## src/rtl/br_reader.sv

```systemverilog
// Register-file dump engine: walks the 32-entry file two registers per clock
// through RR1/RR2 and streams tagged words out of a small FIFO.
module br_reader #(
  parameter int DATA_W = 32,
  parameter int ADDR_W = 5,
  parameter int DEPTH  = 4
) (
  input  logic              clk,
  input  logic              rst_n,
  input  logic              start,
  input  logic [ADDR_W-1:0] first_reg,
  input  logic [ADDR_W:0]   count,
  output logic [ADDR_W-1:0] RR1,
  output logic [ADDR_W-1:0] RR2,
  input  logic [DATA_W-1:0] RD1,
  input  logic [DATA_W-1:0] RD2,
  output logic              out_valid,
  input  logic              out_ready,
  output logic [DATA_W-1:0] out_data,
  output logic [ADDR_W-1:0] out_reg,
  output logic              out_last,
  output logic              busy,
  output logic              done
);

  localparam int PTR_W = $clog2(DEPTH);
  localparam int ENT_W = DATA_W + ADDR_W + 1;

  localparam logic [1:0] S_IDLE  = 2'd0;
  localparam logic [1:0] S_READ  = 2'd1;
  localparam logic [1:0] S_DRAIN = 2'd2;

  localparam logic [ADDR_W:0] MAX_CNT = (ADDR_W+1)'(2**ADDR_W);
  localparam logic [ADDR_W:0] REM_1   = (ADDR_W+1)'(1);
  localparam logic [ADDR_W:0] REM_2   = (ADDR_W+1)'(2);
  localparam logic [PTR_W:0]  DEPTH_P = (PTR_W+1)'(DEPTH);
  localparam logic [PTR_W:0]  OCC_1   = (PTR_W+1)'(1);
  localparam logic [PTR_W:0]  OCC_2   = (PTR_W+1)'(2);

  logic [1:0]        state_q, state_d;
  logic [ADDR_W-1:0] ptr_q, ptr_d;
  logic [ADDR_W:0]   remaining_q, remaining_d;
  logic              done_q, done_d;
  logic [PTR_W:0]    wr_q, wr_d, rd_q, rd_d;
  logic [ENT_W-1:0]  mem_q [DEPTH];
  logic [ENT_W-1:0]  mem_d [DEPTH];

  logic [PTR_W:0]    occ, free;
  logic [PTR_W-1:0]  wr_idx0, wr_idx1;
  logic [ADDR_W-1:0] rr2_addr;
  logic [ENT_W-1:0]  head;
  logic              pop;

  // Pointers carry one extra bit so full and empty are distinguishable.
  assign occ      = wr_q - rd_q;
  assign free     = DEPTH_P - occ;
  assign wr_idx0  = wr_q[PTR_W-1:0];
  assign wr_idx1  = wr_idx0 + PTR_W'(1);
  assign rr2_addr = ptr_q + ADDR_W'(1);
  assign head     = mem_q[rd_q[PTR_W-1:0]];

  assign out_valid = (occ != '0);
  assign pop       = out_valid & out_ready;
  assign out_data  = out_valid ? head[DATA_W-1:0] : '0;
  assign out_reg   = out_valid ? head[DATA_W +: ADDR_W] : '0;
  assign out_last  = out_valid & head[ENT_W-1];

  assign RR1  = (state_q == S_READ) ? ptr_q : '0;
  assign RR2  = (state_q == S_READ) ? rr2_addr : '0;
  assign busy = (state_q != S_IDLE);
  assign done = done_q;

  always_comb begin
    state_d     = state_q;
    ptr_d       = ptr_q;
    remaining_d = remaining_q;
    done_d      = 1'b0;
    wr_d        = wr_q;
    rd_d        = rd_q + (PTR_W+1)'(pop);
    mem_d       = mem_q;

    case (state_q)
      S_IDLE: begin
        if (start) begin
          ptr_d       = first_reg;
          remaining_d = (count > MAX_CNT) ? MAX_CNT : count;
          state_d     = (count == '0) ? S_DRAIN : S_READ;
        end
      end
      S_READ: begin
        // Space is judged before any pop this cycle, so a pop never unblocks a push early.
        if (remaining_q >= REM_2 && free >= OCC_2) begin
          mem_d[wr_idx0] = {1'b0, ptr_q, RD1};
          mem_d[wr_idx1] = {(remaining_q == REM_2), rr2_addr, RD2};
          wr_d           = wr_q + OCC_2;
          ptr_d          = ptr_q + ADDR_W'(2);
          remaining_d    = remaining_q - REM_2;
        end else if (remaining_q == REM_1 && free >= OCC_1) begin
          mem_d[wr_idx0] = {1'b1, ptr_q, RD1};
          wr_d           = wr_q + OCC_1;
          ptr_d          = ptr_q + ADDR_W'(1);
          remaining_d    = '0;
        end
        if (remaining_d == '0) state_d = S_DRAIN;
      end
      S_DRAIN: begin
        if (occ == '0 || (occ == OCC_1 && pop)) begin
          state_d = S_IDLE;
          done_d  = 1'b1;
        end
      end
      default: state_d = S_IDLE;
    endcase
  end

  always_ff @(posedge clk or negedge rst_n) begin
    if (!rst_n) begin
      state_q     <= S_IDLE;
      ptr_q       <= '0;
      remaining_q <= '0;
      done_q      <= 1'b0;
      wr_q        <= '0;
      rd_q        <= '0;
      for (int i = 0; i < DEPTH; i++) mem_q[i] <= '0;
    end else begin
      state_q     <= state_d;
      ptr_q       <= ptr_d;
      remaining_q <= remaining_d;
      done_q      <= done_d;
      wr_q        <= wr_d;
      rd_q        <= rd_d;
      for (int i = 0; i < DEPTH; i++) mem_q[i] <= mem_d[i];
    end
  end

endmodule
```

## config.mk

```make
export PLATFORM = sky130hd
export DESIGN_NAME = br_reader
export DESIGN_NICKNAME = d
export VERILOG_FILES = /design/src/rtl/br_reader.sv
export SDC_FILE = /design/constraint.sdc
export NUM_CORES = 1
export LEC_CHECK = 0
export ABC_AREA = 1
export BUFFER_PORTS_ARGS = -buffer_cell sky130_fd_sc_hd__buf_2
export CORE_MARGIN = 2
export CORE_UTILIZATION = 35
export DETAILED_ROUTE_END_ITERATION = 8
export HOLD_SLACK_MARGIN = 0.05
export MAX_ROUTING_LAYER = met4
export PLACE_DENSITY = 0.56
export SLEW_MARGIN = 20
export SYNTH_ARGS = -nofsm -noshare
export SYNTH_HDL_FRONTEND = slang
export SYNTH_SLANG_ARGS = --single-unit
```

## constraint.sdc

```tcl
create_clock -name clk -period 9.16 [get_ports clk]
set_clock_uncertainty 0.05 [all_clocks]
set_input_delay 1.832 -clock clk [delete_from_list [all_inputs] [get_ports clk]]
set_output_delay 1.832 -clock clk [all_outputs]
set_load 0.005 [all_outputs]
```

==> reports/qor.yml, run 1 <==
crit_start: "rd_q[0]"
cts_resized: 0
h-tree-depth: 4
syn_to_final_growth_pct: 12.3
ios: 130
first_iter_violations: 787
rr_startpoint: "rd_q[0]"
fill_cells: 3197
synthTopCellsByArea: "dfrtp_1, nand2_1, o21ai_0, o211ai_1, a21oi_1"
period_needed_ns: 5.31
slew_violations: 0
fmax_mhz: 188
hp-class: "register to register"
syn_area_per_cell_sq_um: 6.98
yosys.area.top_type_share: 0.391
clockRootBuffer: "clkbuf_16"
cp_data_arrival_time_ns: 3.43
async_reset_ff_frac: 1.00
clk_latency_ns: 0.44
drv_cap: 0
die_w_um: 181
synth-main-ff-cell: "dfrtp_1"
ys_types: 37
routed_wl_um: 33400
clk_pin_slew_ns: 0.08
fp.dieArea_sq_mm: 0.0329
hpwlAfterDp_um: 19800
endpoint: "out_valid"
grt_pass1_wl_um: 55100
synth_top_area_cell: "dfrtp_1"
coreArea_sq_mm: 0.0308
critPathMaxFanout: 57
fin_tns_setup_ns: 0
numCtsBuffers: 17
worstPathRequired_ns: 7.28
startpoint_type: "register"
num_vias: 10702
critical_path_class: "register to primary output"
r2r_slack_ns: 4.28
end_kind: "primary output"
synth_edf_count: 0
tightest_slew_ns: 1.00
port_buffers: 129
timing.rr.end: "mem_q[37]"
synthesis.area_sq_mm: 0.0110
final_nets: 1717
rows: 64
n_antenna_cell: 0
grt_max_degree: 127
placed_area_sq_mm: 0.0118
ys_seq_elements: 172
wl_per_cell_um: 16.4
cts_tree: "built"
yosysSeqAreaShare: 0.391
grt_pass1_vias: 10207
rsz0062_at_grt: "false"
place_congestion: 0.842
via_per_inst: 5.27
syn-instance-count: 1579
gr-total-overflow: 0
cts_sinks: 172
track_usage: 0.213
syn_nets: 1674
start_util: 0.357
status: "completed"
post_cts_buffers: 0
synth.yosys.warnings: 0
worstRegToRegCells: 13
relSlewSlack: 0.332
drive_gt1_frac: 0.121
postCtsHoldBufs: 0
hold_violations: 0
finalCritPeriodShare: 0.580
setup_viol: 0
drt_pre_antenna_iters: 5
antenna_found_initial: 0
clockBufferDepth: 2
fin_area_sq_mm: 0.0124
dieHeight_um: 181
antenna_left: 0
drc: 0
==> flip-flops by register name, summed over array words and instances, names as in the netlist <==
register     count
wr_q             3
ptr_q            5
state_q          2
done             1
remaining_q      6
rd_q             3
mem_q          152
==> metal layers <==
metal / track usage / vias to the layer above / routed length [um]
met5: - / - / 0
met4: 0.0442 / 0 / 264
met3: 0.0337 / 20 / 1700
met2: 0.341 / 283 / 15500
met1: 0.287 / 5063 / 15900
li1: - / 5336 / -
==> cell families (layout without fill, tap and decap cells) <==
group,Yosys count,after routing,share of synthesized area
AOI/OAI and AO/OA,557,557,0.287
xor gates and xnor gates,8,8,0.00636
adders and majority gates,16,16,0.0188
buffers and inverters,295,351,0.108
and+or+nand+nor,531,531,0.189
DFF,172,172,0.391
==> placed cells by master, fill, tap and decap left out, types with 10 or more instances in the layout <==
| master | synthesis | layout |
|---|---|---|
| o211ai_1 | 131 | 131 |
| a21oi_1 | 156 | 156 |
| ha_1 | 15 | 10 |
| nor2_1 | 108 | 108 |
| o21ai_0 | 210 | 210 |
| clkbuf_16 | 0 | 17 |
| nand3_1 | 20 | 20 |
| inv_1 | 170 | 170 |
| buf_4 | 5 | 13 |
| o21ai_1 | 42 | 42 |
| buf_2 | 23 | 128 |
| nand2_1 | 387 | 385 |
| dfrtp_1 | 172 | 170 |
==> how the worst min path moves through the flow <==
stage | from | endpoint | depth (start not counted)
after floorplan | mem_q[114] | mem_q[114] | 2
after global placement | mem_q[130] | mem_q[130] | 2
after detailed placement | mem_q[129] | mem_q[129] | 2
after CTS | mem_q[129] | mem_q[129] | 2
after global routing | mem_q[130] | mem_q[130] | 2
final | mem_q[131] | mem_q[131] | 2
==> per-stage QoR <==
stage,setup slack (ns),hold WS [ns],cells,util
after detailed placement,4.02,0.404,1998,0.382
after floorplan,5.14,0.387,1579,-
after global routing,3.58,0.444,2031,0.402
after global placement,4.08,0.400,1998,0.382
final,3.85,0.418,2031,0.402
after CTS,3.79,0.421,2030,0.401
==> critical path, stage by stage, from the launching register on <==
cell and delay, ns:
dfrtp_4 0.71, ha_1 0.30, fa_1 0.55, ha_1 0.17, ha_2 0.83, inv_1 0.22
buf_2 0.19
==> final cells by class <==
class | count | area, sq um | share of cell area
Clock buffer | 18 | 429 | 0.0347
Sequential cell | 172 | 4310 | 0.348
Clock inverter | 14 | 146 | 0.0118
Inverter | 175 | 662 | 0.0535
Multi-Input combinational cell | 1112 | 5550 | 0.448
Tap cell | 396 | 495 | 0.0400
Timing Repair Buffer | 144 | 788 | 0.0637
==> synth_stat cells (15+ instances only) <==
master	count
a21oi_1	156
buf_2	23
clkbuf_1	76
dfrtp_1	172
ha_1	15
inv_1	170
nand2_1	387
nand3_1	20
nor2_1	108
o211ai_1	131
o21ai_0	210
o21ai_1	42
Power of run 1 is left out: the tool's default activity adds up to more than one toggle a clock period on the data nets, which glitch-free logic cannot reach.
==> run 2, diff against run 1 <==
--- a/config.mk
+++ b/config.mk
@@ -12,7 +12,7 @@
 export DETAILED_ROUTE_END_ITERATION = 8
 export HOLD_SLACK_MARGIN = 0.05
 export MAX_ROUTING_LAYER = met4
-export PLACE_DENSITY = 0.56
+export PLACE_DENSITY = 0.58
 export SLEW_MARGIN = 20
 export SYNTH_ARGS = -nofsm -noshare
 export SYNTH_HDL_FRONTEND = slang
==> constraint.sdc (replaced) <==
create_clock -name clk -period 4.7 [get_ports clk]
set_clock_uncertainty 0.05 [all_clocks]
set_input_delay 0.94 -clock clk [delete_from_list [all_inputs] [get_ports clk]]
set_output_delay 0.94 -clock clk [all_outputs]
set_load 0.005 [all_outputs]
==> run 2 against run 1 <==
  * Critical path depth up 1
  * Register-to-register slack got worse by 3.6 ns
  * Setup slack worse by 3.3 ns
  * Largest cell class unchanged
  * Final area grew 0.67%
  * Via count rose by 1.2%
  * Count of clock-buffer cells in the layout is the same
  * Critical endpoint is now out_reg[0]
==> reports/qor.yml, run 2 (synthesis gave the netlist of run 1 again) <==
start_util: 0.357  # unchanged
drc: 0  # unchanged
cp_data_arrival_time_ns: 3.20  # was 3.43 ns
top_regs: "mem_q x152, remaining_q x6, ptr_q x5"  # unchanged
largest_reg_flops: 152  # unchanged
final_nets: 1722  # was 1717
status: "completed"  # unchanged
fp.dieArea_sq_mm: 0.0329  # unchanged
h-tree-depth: 4  # unchanged
port_buffers: 129  # unchanged
num_vias: 10828  # was 10.7k
startpoint_type: "register"  # unchanged
clockBufferDepth: 2  # unchanged
cts_sinks: 172  # unchanged
cts_tree: "built"  # unchanged
hpwlAfterDp_um: 19600  # was 19800 um
track_usage: 0.213  # about the same
finalCritPeriodShare: 0.891
dieHeight_um: 181  # unchanged
worstPathRequired_ns: 3.71  # was 7.28 ns
syn_to_final_growth_pct: 13.1  # was 12.3%
hold_violations: 0  # unchanged
ios: 130  # unchanged
first_iter_violations: 764  # was 787
end_kind: "primary output"  # unchanged
rsz0062_at_grt: "false"  # unchanged
antenna_found_initial: 0  # unchanged
drv_cap: 0  # unchanged
gr-total-overflow: 0  # unchanged
place_congestion: 0.803  # was 0.842
drive_gt1_frac: 0.124  # was 0.121
grt_max_degree: 115  # was 127
critical_path_class: "register to primary output"  # unchanged
rr_startpoint: "wr_q[0]"  # was rd_q[0]
numCtsBuffers: 17  # unchanged
grt_pass1_wl_um: 54600  # was 55100 um
routed_wl_um: 33700  # was 33400 um
fin_util: 0.404  # was 0.402
postCtsHoldBufs: 0  # unchanged
hp-class: "register to register"  # unchanged
fmax_mhz: 239
crit_start: "rd_q[0]"  # unchanged
fill_cells: 3176  # was 3197
rows: 64  # unchanged
wl_per_cell_um: 16.6  # was 16.4 um
fin_tns_setup_ns: 0  # unchanged
final_cell_mix: "nand2_1, o21ai_0, inv_1, dfrtp_1, a21oi_1"  # unchanged
cts_resized: 0  # unchanged
period_needed_ns: 4.19
coreArea_sq_mm: 0.0308  # unchanged
die_w_um: 181  # unchanged
clockRootBuffer: "clkbuf_16"  # unchanged
critPathMaxFanout: 86  # was 57
clk_latency_ns: 0.44  # about the same
tightest_slew_ns: 0.999  # was 1.00 ns
relSlewSlack: 0.334  # was 0.332
via_per_inst: 5.32  # was 5.27
drt_pre_antenna_iters: 5  # unchanged
clk_pin_slew_ns: 0.07  # was 0.08 ns
antenna_left: 0  # unchanged
n_antenna_cell: 0  # unchanged
mostFrequentLayoutCell: "nand2_1"  # unchanged
post_cts_buffers: 0  # unchanged
slew_violations: 0  # unchanged
grt_pass1_vias: 10096  # was 10.2k
regMostFlops: "mem_q"  # unchanged
setup_viol: 0  # unchanged
hp-start: "mem_q[131]"  # unchanged
run 2: cell count changes in the layout (fill, tap and decap cells not counted), moves of 2 or more:
cell | before | now
buf_12 | 0 | 5
buf_4 | 13 | 15
inv_6 | 8 | 4
clkinvlp_4 | 1 | 5
inv_8 | 3 | 0
run 2: cell type report:
type                            instances  area (sq um)  area share
Sequential cell                       172          4310       0.346
Clock inverter                         13           143      0.0114
Timing Repair Buffer                  149           865      0.0694
Tap cell                              396           495      0.0398
Inverter                              175           662      0.0531
Multi-Input combinational cell       1112          5550       0.445
Clock buffer                           18           439      0.0352
run 2: worst max-delay path, stage by stage, from the launching register on:
cell	delay, ns
dfrtp_4	0.41
buf_4	0.57
buf_4	0.79
inv_1	0.16
a21oi_1	0.17
o21ai_0	0.09
a21oi_1	0.33
buf_2	0.19
run 2: per-stage QoR:
stage	area [sq um]	instances	worst slack, ns	hold slack, ns
floorplan	11000	1579	1.57	0.387
global placement	11900	2004	0.825	0.402
detailed placement	11900	2004	0.700	0.403
CTS	12500	2035	0.583	0.420
global route	12500	2035	0.279	0.440
finish	12500	2035	0.514	0.415
run 2: per-layer routing:
layer	global-route usage	part of all wire	up-vias
met1	0.294	0.47	5126
met3	0.0245	0.053	30
met2	0.338	0.46	327
met5	-	0	-
li1	-	-	5345
met4	0.0472	0.012	0
run 2: path summary, 6_finish.rpt:
| check | endpoint | slack [ns] | cells past startpoint |
|---|---|---|---|
| max in group asynchronous | mem_q[142] | 3.09 | 2 |
| hold reg to reg | mem_q[131] | 0.41 | 2 |
| hold / removal | mem_q[131] | 0.41 | 2 |
| min in group asynchronous | mem_q[86] | 0.52 | 1 |
| setup / recovery | out_reg[0] | 0.51 | 7 |
| setup reg to reg | mem_q[50] | 0.64 | 14 |
Power of run 2 is left out for the same reason.
